`src/rtl/uart_tx_fifo.sv`:
```
// UART transmitter with an integrated transmit FIFO.
// Frame format (data bits, parity, stop bits) and baud divider are set by parameters.
module uart_tx_fifo #(
    parameter int DATA_BITS  = 8,
    parameter int CLK_DIV    = 16,
    parameter int PARITY     = 0,
    parameter int STOP_BITS  = 1,
    parameter int FIFO_DEPTH = 4
) (
    input  logic                          clock,
    input  logic                          reset,
    input  logic                          tx_en,
    input  logic                          tx_valid,
    input  logic [DATA_BITS-1:0]          tx_data,
    output logic                          tx_ready,
    output logic                          uart_txd,
    output logic                          uart_tx_busy,
    output logic [$clog2(FIFO_DEPTH):0]   fifo_count
);

    localparam int AW = $clog2(FIFO_DEPTH);
    localparam int CW = AW + 1;
    localparam int BW = $clog2(CLK_DIV);
    localparam logic [BW-1:0] BAUD_LAST = BW'(CLK_DIV - 1);
    localparam logic [3:0]    DATA_LAST = 4'(DATA_BITS - 1);
    localparam logic [3:0]    STOP_LAST = 4'(STOP_BITS - 1);
    localparam logic [CW-1:0] FULL_CNT  = CW'(FIFO_DEPTH);
    // Parity value 3 is illegal and falls back to no parity.
    localparam bit HAS_PAR = (PARITY == 1) || (PARITY == 2);
    localparam bit ODD_PAR = (PARITY == 2);

    typedef enum logic [2:0] {StIdle, StStart, StData, StParity, StStop} state_e;

    logic [DATA_BITS-1:0] mem [FIFO_DEPTH];
    logic [AW-1:0]        wptr, rptr;
    logic [CW-1:0]        count;

    state_e               state;
    logic [BW-1:0]        baud_cnt;
    logic [3:0]           bit_idx;
    logic [DATA_BITS-1:0] shreg;
    logic                 par_bit;
    logic                 txd;

    logic                 push, pop, bit_end, frame_done;
    logic [DATA_BITS-1:0] head;

    assign tx_ready     = (count != FULL_CNT);
    assign push         = tx_valid && tx_ready;
    assign head         = mem[rptr];
    assign bit_end      = (baud_cnt == BAUD_LAST);
    assign frame_done   = (state == StStop) && bit_end && (bit_idx == STOP_LAST);
    // A new frame is taken from IDLE or straight off the last stop bit, so frames abut.
    assign pop          = tx_en && (count != '0) && ((state == StIdle) || frame_done);
    assign uart_txd     = txd;
    assign uart_tx_busy = (state != StIdle);
    assign fifo_count   = count;

    always_ff @(posedge clock) begin
        if (push) begin
            mem[wptr] <= tx_data;
        end
    end

    always_ff @(posedge clock or posedge reset) begin
        if (reset) begin
            wptr  <= '0;
            rptr  <= '0;
            count <= '0;
        end else begin
            if (push) begin
                wptr <= wptr + 1'b1;
            end
            if (pop) begin
                rptr <= rptr + 1'b1;
            end
            count <= count + CW'(push) - CW'(pop);
        end
    end

    always_ff @(posedge clock or posedge reset) begin
        if (reset) begin
            state    <= StIdle;
            baud_cnt <= '0;
            bit_idx  <= '0;
            shreg    <= '0;
            par_bit  <= 1'b0;
            txd      <= 1'b1;
        end else if (pop) begin
            state    <= StStart;
            baud_cnt <= '0;
            bit_idx  <= '0;
            shreg    <= head;
            par_bit  <= ODD_PAR ? ~^head : ^head;
            txd      <= 1'b0;
        end else if (state == StIdle) begin
            txd <= 1'b1;
        end else if (!bit_end) begin
            baud_cnt <= baud_cnt + 1'b1;
        end else begin
            baud_cnt <= '0;
            case (state)
                StStart: begin
                    state   <= StData;
                    bit_idx <= '0;
                    txd     <= shreg[0];
                end
                StData: begin
                    if (bit_idx == DATA_LAST) begin
                        bit_idx <= '0;
                        if (HAS_PAR) begin
                            state <= StParity;
                            txd   <= par_bit;
                        end else begin
                            state <= StStop;
                            txd   <= 1'b1;
                        end
                    end else begin
                        bit_idx <= bit_idx + 4'd1;
                        shreg   <= shreg >> 1;
                        txd     <= shreg[1];
                    end
                end
                StParity: begin
                    state   <= StStop;
                    bit_idx <= '0;
                    txd     <= 1'b1;
                end
                StStop: begin
                    if (bit_idx != STOP_LAST) begin
                        bit_idx <= bit_idx + 4'd1;
                    end else begin
                        state <= StIdle;
                        txd   <= 1'b1;
                    end
                end
                default: begin
                    state <= StIdle;
                    txd   <= 1'b1;
                end
            endcase
        end
    end

endmodule

```
`config.mk`:
```
export PLATFORM = sky130hd
export DESIGN_NAME = uart_tx_fifo
export DESIGN_NICKNAME = d
export VERILOG_FILES = /design/src/rtl/uart_tx_fifo.sv
export SDC_FILE = /design/constraint.sdc
export NUM_CORES = 1
export LEC_CHECK = 0
export ABC_AREA = 1
export CAP_MARGIN = 20
export CORE_UTILIZATION = 53
export DETAILED_ROUTE_END_ITERATION = 7
export GPL_ROUTABILITY_DRIVEN = 0
export GPL_TIMING_DRIVEN = 0
export PLACE_DENSITY = 0.75
export SLEW_MARGIN = 20
export SYNTH_ARGS = -nofsm -noshare
export SYNTH_HDL_FRONTEND = slang
export SYNTH_SLANG_ARGS = --single-unit
```
`constraint.sdc`:
```
create_clock -name clock -period 2.4 [get_ports clock]
set_clock_uncertainty 0.2 [all_clocks]
set_input_delay 0.48 -clock clock [delete_from_list [all_inputs] [get_ports clock]]
set_output_delay 0.48 -clock clock [all_outputs]
set_load 0.05 [all_outputs]
```
### After elaboration in Yosys (flattened, before gate mapping)

Memory sizes are Yosys's and may differ from the RTL's.
Index checks and enable logic that the tools add are counted.

| word-level totals | value |
|---|---|
| bits in writable memories | 32 |
| input port bits | 12 |
| memories kept | 1 |
| register bits after elaboration | 27 |

Memory list:

| memory | depth | width | read ports | clocked after Yosys merged registers in | write ports | line | text |
|---|---|---|---|---|---|---|---|
| mem | 4 | 8 | 1 | 0 | 1 | 34 | `logic [DATA_BITS-1:0] mem [FIFO_DEPTH];` |

| cells by class | value |
|---|---|
| reduce and logical (&&, ||, !) cells | 20 |
| add/subtract/negate cells | 6 |
| muxes and demuxes | 28 |
| equality and inequality tests | 13 |

Operators with widths:

| kind | number |
|---|---|
| 8-bit two-way mux | 5 |
| 4-bit two-way mux | 8 |
| 3-bit two-way mux | 5 |
| 3-bit one-hot mux with 4 select lines | 1 |
| 4-bit one-hot mux with 3 select lines | 1 |
| 4-bit AND reduction | 3 |
| 3-bit != test, second input constant | 3 |
| 3-bit nonzero test | 3 |
| 4-bit by 1-bit adder with 4-bit output, second input constant | 2 |
| 4-bit nonzero test | 2 |
| 1-bit two-way mux | 7 |
| 3-bit by 2-bit equality test with 1-bit output, second input constant | 2 |
| 1-bit logical AND | 5 |
| 2-bit by 1-bit adder with 2-bit output, second input constant | 2 |
| 4-bit by 3-bit equality test with 1-bit output, second input constant | 1 |
| 4-bit equality test, second input constant | 1 |
| 4-bit logical NOT | 1 |
| 2-bit != test, second input constant | 2 |
| 4-bit != test, second input constant | 1 |
| 2-bit nonzero test | 2 |
| 3-bit by 1-bit adder with 3-bit output | 1 |
| 3-bit by 1-bit equality test with 1-bit output, second input constant | 1 |
| 3-bit equality test, second input constant | 1 |
| 3-bit logical NOT | 1 |
| other kinds (6) | 6 |

### Longest topological paths before layout

Gate-level depths: netlist of the first run.

| logic depth | value |
|---|---|
| depth after elaboration | 7 |
| depth in mapped cells | 13 |
| mapped depth without buffers | 12 |

### Least setup slack after synthesis of the first run

No wires, ideal clock.

| timing | value |
|---|---|
| path type | flip-flop to flip-flop |
| from | register count[1] (netlist: fifo_count[1]) |
| to | register count[2] (netlist: fifo_count[2]) |
| path slack | -417 ps |
| buffers on the path | 0 |
| cell stages (with the launch flop) | 9 |
| library setup time | 130 ps |
| arrival | 2487 ps |
| period minus slack after synthesis | 2817 ps |
| path through | dfrtp_1 > nor2_1 > nand2_1 > nand2_1 > ha_1 > inv_1 > ha_1 > fa_1 > xor2_1 |

| between the ends | value |
|---|---|
| cells in the longest elaborated chain, start to end | 4 |
| elaborated cells on any way between the ends | 7 |
| those cells by class | 2 x add/sub; 1 x eq/ne; 4 x reduce/logical |

Ends and longest elaborated chain:

| what | line | text |
|---|---|---|
| start: declaration | 36 | `logic [CW-1:0] count;` |
| start signal: assignment | 77 | `count <= count + CW'(push) - CW'(pop);` |
| 3-bit != test | 48 | `assign tx_ready = (count != FULL_CNT);` |
| named net tx_ready | 15 | `output logic tx_ready,` |
| 1-bit logical AND | 49 | `assign push = tx_valid && tx_ready;` |
| 3-bit by 1-bit adder with 3-bit output | 77 |  |
| 3-bit by 1-bit subtractor with 3-bit output | 77 |  |

The timed path passes the listed nets, and every way through them passes these cells.
A chain may end at the register's enable or synchronous reset.

### Worst setup path in the final report of the first run

| timing | value |
|---|---|
| from | register txd (netlist: uart_txd) |
| to | output port uart_txd |

RTL lines:

| what | line | text |
|---|---|---|
| start: declaration | 43 | `logic txd;` |
| start signal: assignment | 106 | `txd <= shreg[0];` |
| start signal: assignment | 113 | `txd <= par_bit;` |
| start signal: assignment | 121 | `txd <= shreg[1];` |
| end: declaration | 16 | `output logic uart_txd,` |

No word-level cell between the ends.

==> flow_summary.ini, run 1 <==
[setup_path]
path_buf_inv = 1
cp_top_family = buffers and inverters
critPathSlowestCell = clkdlybuf4s50_1
cp-start-kind = flip-flop
end_kind = output pin
worst-setup-path-type = flip-flop to output pin
required_ns = 1.72
path_cells = clkdlybuf4s50_1
cp.arrival_ns = 1.68
worstPathMaxFanout = 2
cp_slowest_stage_delay_ns = 0.81

[clocking]
cts_buffers = 9
cts-root-buf = clkbuf_8
htree_num_levels = 3
clock_latency_ns = 0.33
worst_setup_hold_path_clk_slew_ns = 0.07
clock_path_buffers = 2
clkSinkCount = 59
ctsHoldBuffers = 0
cts_tree = yes

[sta]
final_hold_viol_count = 0
slew_viol_final = 0
finalSetupViolCount = 0
period_needed_ns = 2.36
worst_slew_pin_slew_ns = 0.794
max_freq_mhz = 424
period_share = 0.982
slew_headroom = 0.469

[floorplanning]
start_util = 0.550
coreArea_sq_mm = 0.00514
num_rows = 26
fp.dieH_microns = 75.1
dieArea_sq_mm = 0.00563
die_w_microns = 75.1
pin_count = 18

[global_routing]
grt_pass1_wl_mm = 8.94
grt_max_degree = 28
grt_antenna_before_repair = 0
grt_usage = 0.221
grt-ovfl-total = 0
first_global_vias = 2036

[synthesis]
syn_area_per_cell_sq_um = 9.53
synth_common_cells = nand2_1 (75), nor2_1 (37), edfxtp_1 (32), o21ai_0 (31)
async_flop_share = 0.458
netlist-cell-type-count = 32
syn_area_sq_mm = 0.00283
ys_ff_latch = 59
ys.flop_type = edfxtp_1
synth.most_common_cell = nand2_1
synth-seq-area-share = 0.579
syn_nets = 319
synth_area_leaders = edfxtp_1 (34%), dfrtp_1 (23%), nand2_1 (10%)
synth_warnings = 0
synth-edff-count = 32
synthCells = 297
synth_top_cell_area_share = 0.340
yosysTopAreaCell = edfxtp_1

[finish]
stdcell_count = 419
nets = 366
diodes = 0
fin_area_sq_mm = 0.00351
fill_cells = 413
layout-drive-gt1-share = 0.198
area_growth_pct = 24.1

[pwr]
p_switching_uw = 2100
p_int_uw = 2790
leakagePower_uw = 0.00156
sequentialPowerShare = 0.333
p_sw_frac = 0.429
pwr-share-comb = 0.488
pwr-share-clk = 0.179
power.density_mw_per_mm2 = 1390
peakVddDrop_v = 0.000867

[routing]
final_antenna_net_count = 0
drcViolationCount = 0
via_per_inst = 5.07
avgRoutedWirePerCell_microns = 13.4
vias = 2126
dr.first_iter.drc_count = 74
drtPass1Iterations = 4
routed_wl_mm = 5.62

[status]
outcome = complete, no violations

[worst_hold_path]
worstHoldPathType = flip-flop to flip-flop

[place]
placed_area_sq_mm = 0.00314
dpl.hpwl_mm = 3.66
dp.cells = 384
port_buffers = 17

[run]
cap_violations = 0
[flip-flops by register name, indices dropped and copies added, names as in the netlist]
signal and cells:
wptr 2, baud_cnt 4, bit_idx 4, fifo_count 3, uart_txd 1, shreg 8, state 3, mem 32
rptr 2
[cell usage in the layout (no fill, tap or decap), types with 2 or more instances in the layout]
master and count:
a21oi_1 7, a21oi_4 2, and3_1 2, buf_2 2, buf_4 19, clkbuf_1 2, clkbuf_8 9, clkdlybuf4s50_1 15
clkinv_1 2, clkinvlp_4 3, dfrtp_1 21, dfrtp_2 5, edfxtp_1 32, ha_1 6, ha_4 3, inv_1 24
inv_2 3, inv_4 2, nand2_1 72, nand2_2 5, nand2_4 4, nand3_1 14, nand3_2 2, nand4_1 3
nor2_1 36, nor2_4 2, nor3_1 2, o21ai_0 31, o21ai_1 2, xnor2_1 2, xor2_1 3
[timing repair]
item | CTS | global route
setup buffers | 7 | 12
setup endpoints to repair | 3 | 2
gates resized for setup | 6 | 5
pin swaps | 3 | 6
[kinds of logic after synthesis]
logic type,synth area share
XOR/XNOR,0.0155
AO/OA/AOI/OAI,0.0845
AND/OR/NAND/NOR,0.222
adder cells (fa/ha/maj),0.0469
flip-flops,0.579
buffers and inverters,0.0526
[tightest hold or removal path: stages (launching register included)]
cell     delay, ns
dfrtp_1       0.35
nand2_1       0.05
nand2_1       0.05
[path summary, 6_finish.rpt]
check                           slack (ns)       endpoint  depth (start not counted)   startpoint
worst max register to register        0.05  fifo_count[2]                         13  baud_cnt[1]
max in group asynchronous             1.27       state[2]                          2        reset
min in group asynchronous             0.32  fifo_count[0]                          2        reset
worst max-delay path                  0.04       uart_txd                          1     uart_txd
worst min register to register        0.28       shreg[6]                          2     shreg[6]
worst min-delay path                  0.28       shreg[6]                          2     shreg[6]
[metrics by stage]
step	setup slack (ns)	power (uW)	utilization	TNS, ns	hold slack, ns
2_1_floorplan	-0.0144	3220	-	-0.0250	0.242
3_3_place_gp	-0.225	3680	0.611	-1.11	0.254
3_5_place_dp	-0.251	3760	0.611	-1.01	0.265
4_1_cts	0.00142	4740	0.661	0	0.279
5_1_grt	-0.0184	5250	0.683	-0.0184	0.302
6_report	0.0437	4880	0.683	0	0.281
[area by class of cell]
cell class,instances,area (sq um),share of cell area
sequential,59,1640,0.468
multi-input combinational,202,1120,0.318
timing repair buffer,36,314,0.0895
clock buffer,9,124,0.0353
inverter,30,119,0.0339
tap,70,87.6,0.0249
clock inverter,7,68.8,0.0196
buffer,6,36.3,0.0103
[power groups by stage]
| stage | clock network, uW | logic [uW] | registers (uW) |
|---|---|---|---|
| floorplan | 0 | 1480 | 1740 |
| global placement | 0 | 2030 | 1650 |
| detailed placement | 0 | 2100 | 1660 |
| CTS | 885 | 2220 | 1630 |
| global route | 924 | 2660 | 1660 |
| finish | 874 | 2380 | 1630 |
[routing by layer]
| layer | track usage | part of all wire |
|---|---|---|
| met5 | 0 | 0 |
| met4 | 0.103 | 0.013 |
| met3 | 0.0415 | 0.027 |
| met2 | 0.372 | 0.51 |
| met1 | 0.278 | 0.45 |
No activity file was read; power rests on OpenSTA's default activity.
==> inputs of run 2 (changes only) <==
Settings changed: CAP_MARGIN 20 to not set.
==> results of run 2 <==
Final layout, timing and power as in run 1 (identical DEF).
==> inputs of run 3 (changes only) <==
Settings changed: CORE_MARGIN set to 1.5.
==> flow_summary.ini, run 3 (synthesis results as in run 1) <==
[setup_path]
critPathSlowestCell = clkdlybuf4s50_1
reg2reg_slack_ns = 0.08
end_kind = output pin
worst-setup-path-type = flip-flop to output pin
path_cells = nor2_4 -> nand2_4 -> clkdlybuf4s50_1
cp-startpoint = fifo_count[0]
cp_slowest_stage_delay_ns = 0.69
rr_worst_depth = 13
reg2reg_from = baud_cnt[0]
worstReg2RegEnd = fifo_count[2]
required_ns = 1.72
worstSetupEndpoint = tx_ready
cp-start-kind = flip-flop
cp.arrival_ns = 1.66
worstPathMaxFanout = 3

[finish]
layout-drive-gt1-share = 0.184
area_growth_pct = 21.9
reg_top3 = mem x32, shreg x8
stdcell_count = 413
top_register = mem
final_common_cell = nand2_1
largest_reg_flops = 32
fill_cells = 412
nets = 360
diodes = 0
fin_area_sq_mm = 0.00345
layout_common_cells = nand2_1 (73), nor2_1 (36), edfxtp_1 (32), o21ai_0 (31), inv_1 (24)

[worst_hold_path]
worstHoldPathType = flip-flop to flip-flop

[sta]
slew_viol_final = 0
worst_slew_pin_slew_ns = 0.792
max_freq_mhz = 428
finalSetupViolCount = 0
final_hold_viol_count = 0
slew_headroom = 0.470
finalSetupTns_ns = 0
period_share = 0.973
period_needed_ns = 2.34

[routing]
m1WireLength_mm = 2.46
avgRoutedWirePerCell_microns = 13.1
drtPass1Iterations = 4
wl_met2_mm = 2.67
final_antenna_net_count = 0
via_per_inst = 5.17
dr.first_iter.drc_count = 152
vias = 2136
met3_length_microns = 226
drcViolationCount = 0
top_layer_used = met4
routed_wl_mm = 5.42

[clocking]
clock_path_buffers = 2
clkSinkCount = 59
ctsHoldBuffers = 0
cts_buffers = 9
htree_num_levels = 3
cts_tree = yes
cts-root-buf = clkbuf_8
clock_latency_ns = 0.34
worst_setup_hold_path_clk_slew_ns = 0.07

[place]
dp.cells = 384
port_buffers = 17
dpl.hpwl_mm = 3.64
placed_area_sq_mm = 0.00314

[global_routing]
grt_pass1_wl_mm = 8.96
first_global_vias = 2000
grt_antenna_before_repair = 0
grt_usage = 0.200
grt-ovfl-total = 0
grt_max_degree = 28

[pwr]
sequentialPowerShare = 0.347
p_sw_frac = 0.441
p_switching_uw = 2080
p_int_uw = 2630
power.density_mw_per_mm2 = 1370
peakVddDrop_v = 0.000859
pwr-share-comb = 0.484
pwr-share-clk = 0.169
leakagePower_uw = 0.00154

[floorplanning]
coreArea_sq_mm = 0.00514
start_util = 0.550
num_rows = 26
pin_count = 18
dieArea_sq_mm = 0.00579
fp.dieH_microns = 76.1
die_w_microns = 76.1

[status]
outcome = complete, no violations

[run]
cap_violations = 0
[run 3: cell count changes in the layout (fill, tap and decap cells not counted), sizes merged]
cell	before	now
buf	23	17
clkinvlp	3	2
inv	29	30
clkinv	4	5
bufinv	1	0
[run 3: layer usage]
metal  track usage  up-vias
li1              -     1060
met3        0.0467        6
met2         0.339       48
met4        0.0852        0
met5             0        -
met1         0.247     1022
[run 3: worst min path at each step]
| stage | slack [ns] | from | cells past startpoint | endpoint |
|---|---|---|---|---|
| 2_1_floorplan | 0.24 | shreg[7] | 2 | shreg[7] |
| 3_3_place_gp | 0.25 | shreg[7] | 2 | shreg[7] |
| 3_5_place_dp | 0.27 | shreg[2] | 2 | shreg[2] |
| 4_1_cts | 0.28 | shreg[2] | 2 | shreg[2] |
| 5_1_grt | 0.31 | shreg[0] | 2 | shreg[0] |
| 6_report | 0.28 | shreg[0] | 2 | shreg[0] |
[run 3: layout make-up]
class,instances,area (sq um),share of cell area
buffer,6,36.3,0.0105
clock buffer,9,124,0.0359
clock inverter,7,53.8,0.0156
inverter,30,119,0.0345
multi-input combinational,202,1110,0.323
sequential,59,1640,0.477
tap,70,87.6,0.0254
timing repair buffer,30,269,0.0780
[run 3: power groups by stage]
stage	logic, uW	clock network (uW)	registers, uW
global placement	2030	0	1650
floorplan	1480	0	1740
global route	2560	846	1670
detailed placement	2090	0	1660
CTS	2200	805	1630
finish	2280	797	1640
[run 3: per-stage QoR]
| stage | utilization | setup slack (ns) | hold slack (ns) | power, uW |
|---|---|---|---|---|
| after CTS | 0.658 | 0.00840 | 0.284 | 4640 |
| after detailed placement | 0.611 | -0.235 | 0.266 | 3760 |
| after global placement | 0.611 | -0.225 | 0.255 | 3680 |
| after global routing | 0.671 | -0.00336 | 0.309 | 5070 |
| after floorplan | - | -0.0144 | 0.242 | 3220 |
| final | 0.671 | 0.0646 | 0.284 | 4710 |
[run 3: what timing repair did]
item | in CTS | in global routing
setup buffers | 7 | 6
pin swaps | 3 | 3
cloned | 0 | 0
gates resized for setup | 6 | 4
endpoints found under the setup margin | 3 | 4
[run 3: worst max-delay path: cells and delay by family (launching register included)]
family / cells / cell delay, ns
buffers and inverters: 1 / 0.69
and+or+nand+nor: 2 / 0.19
DFF: 1 / 0.43
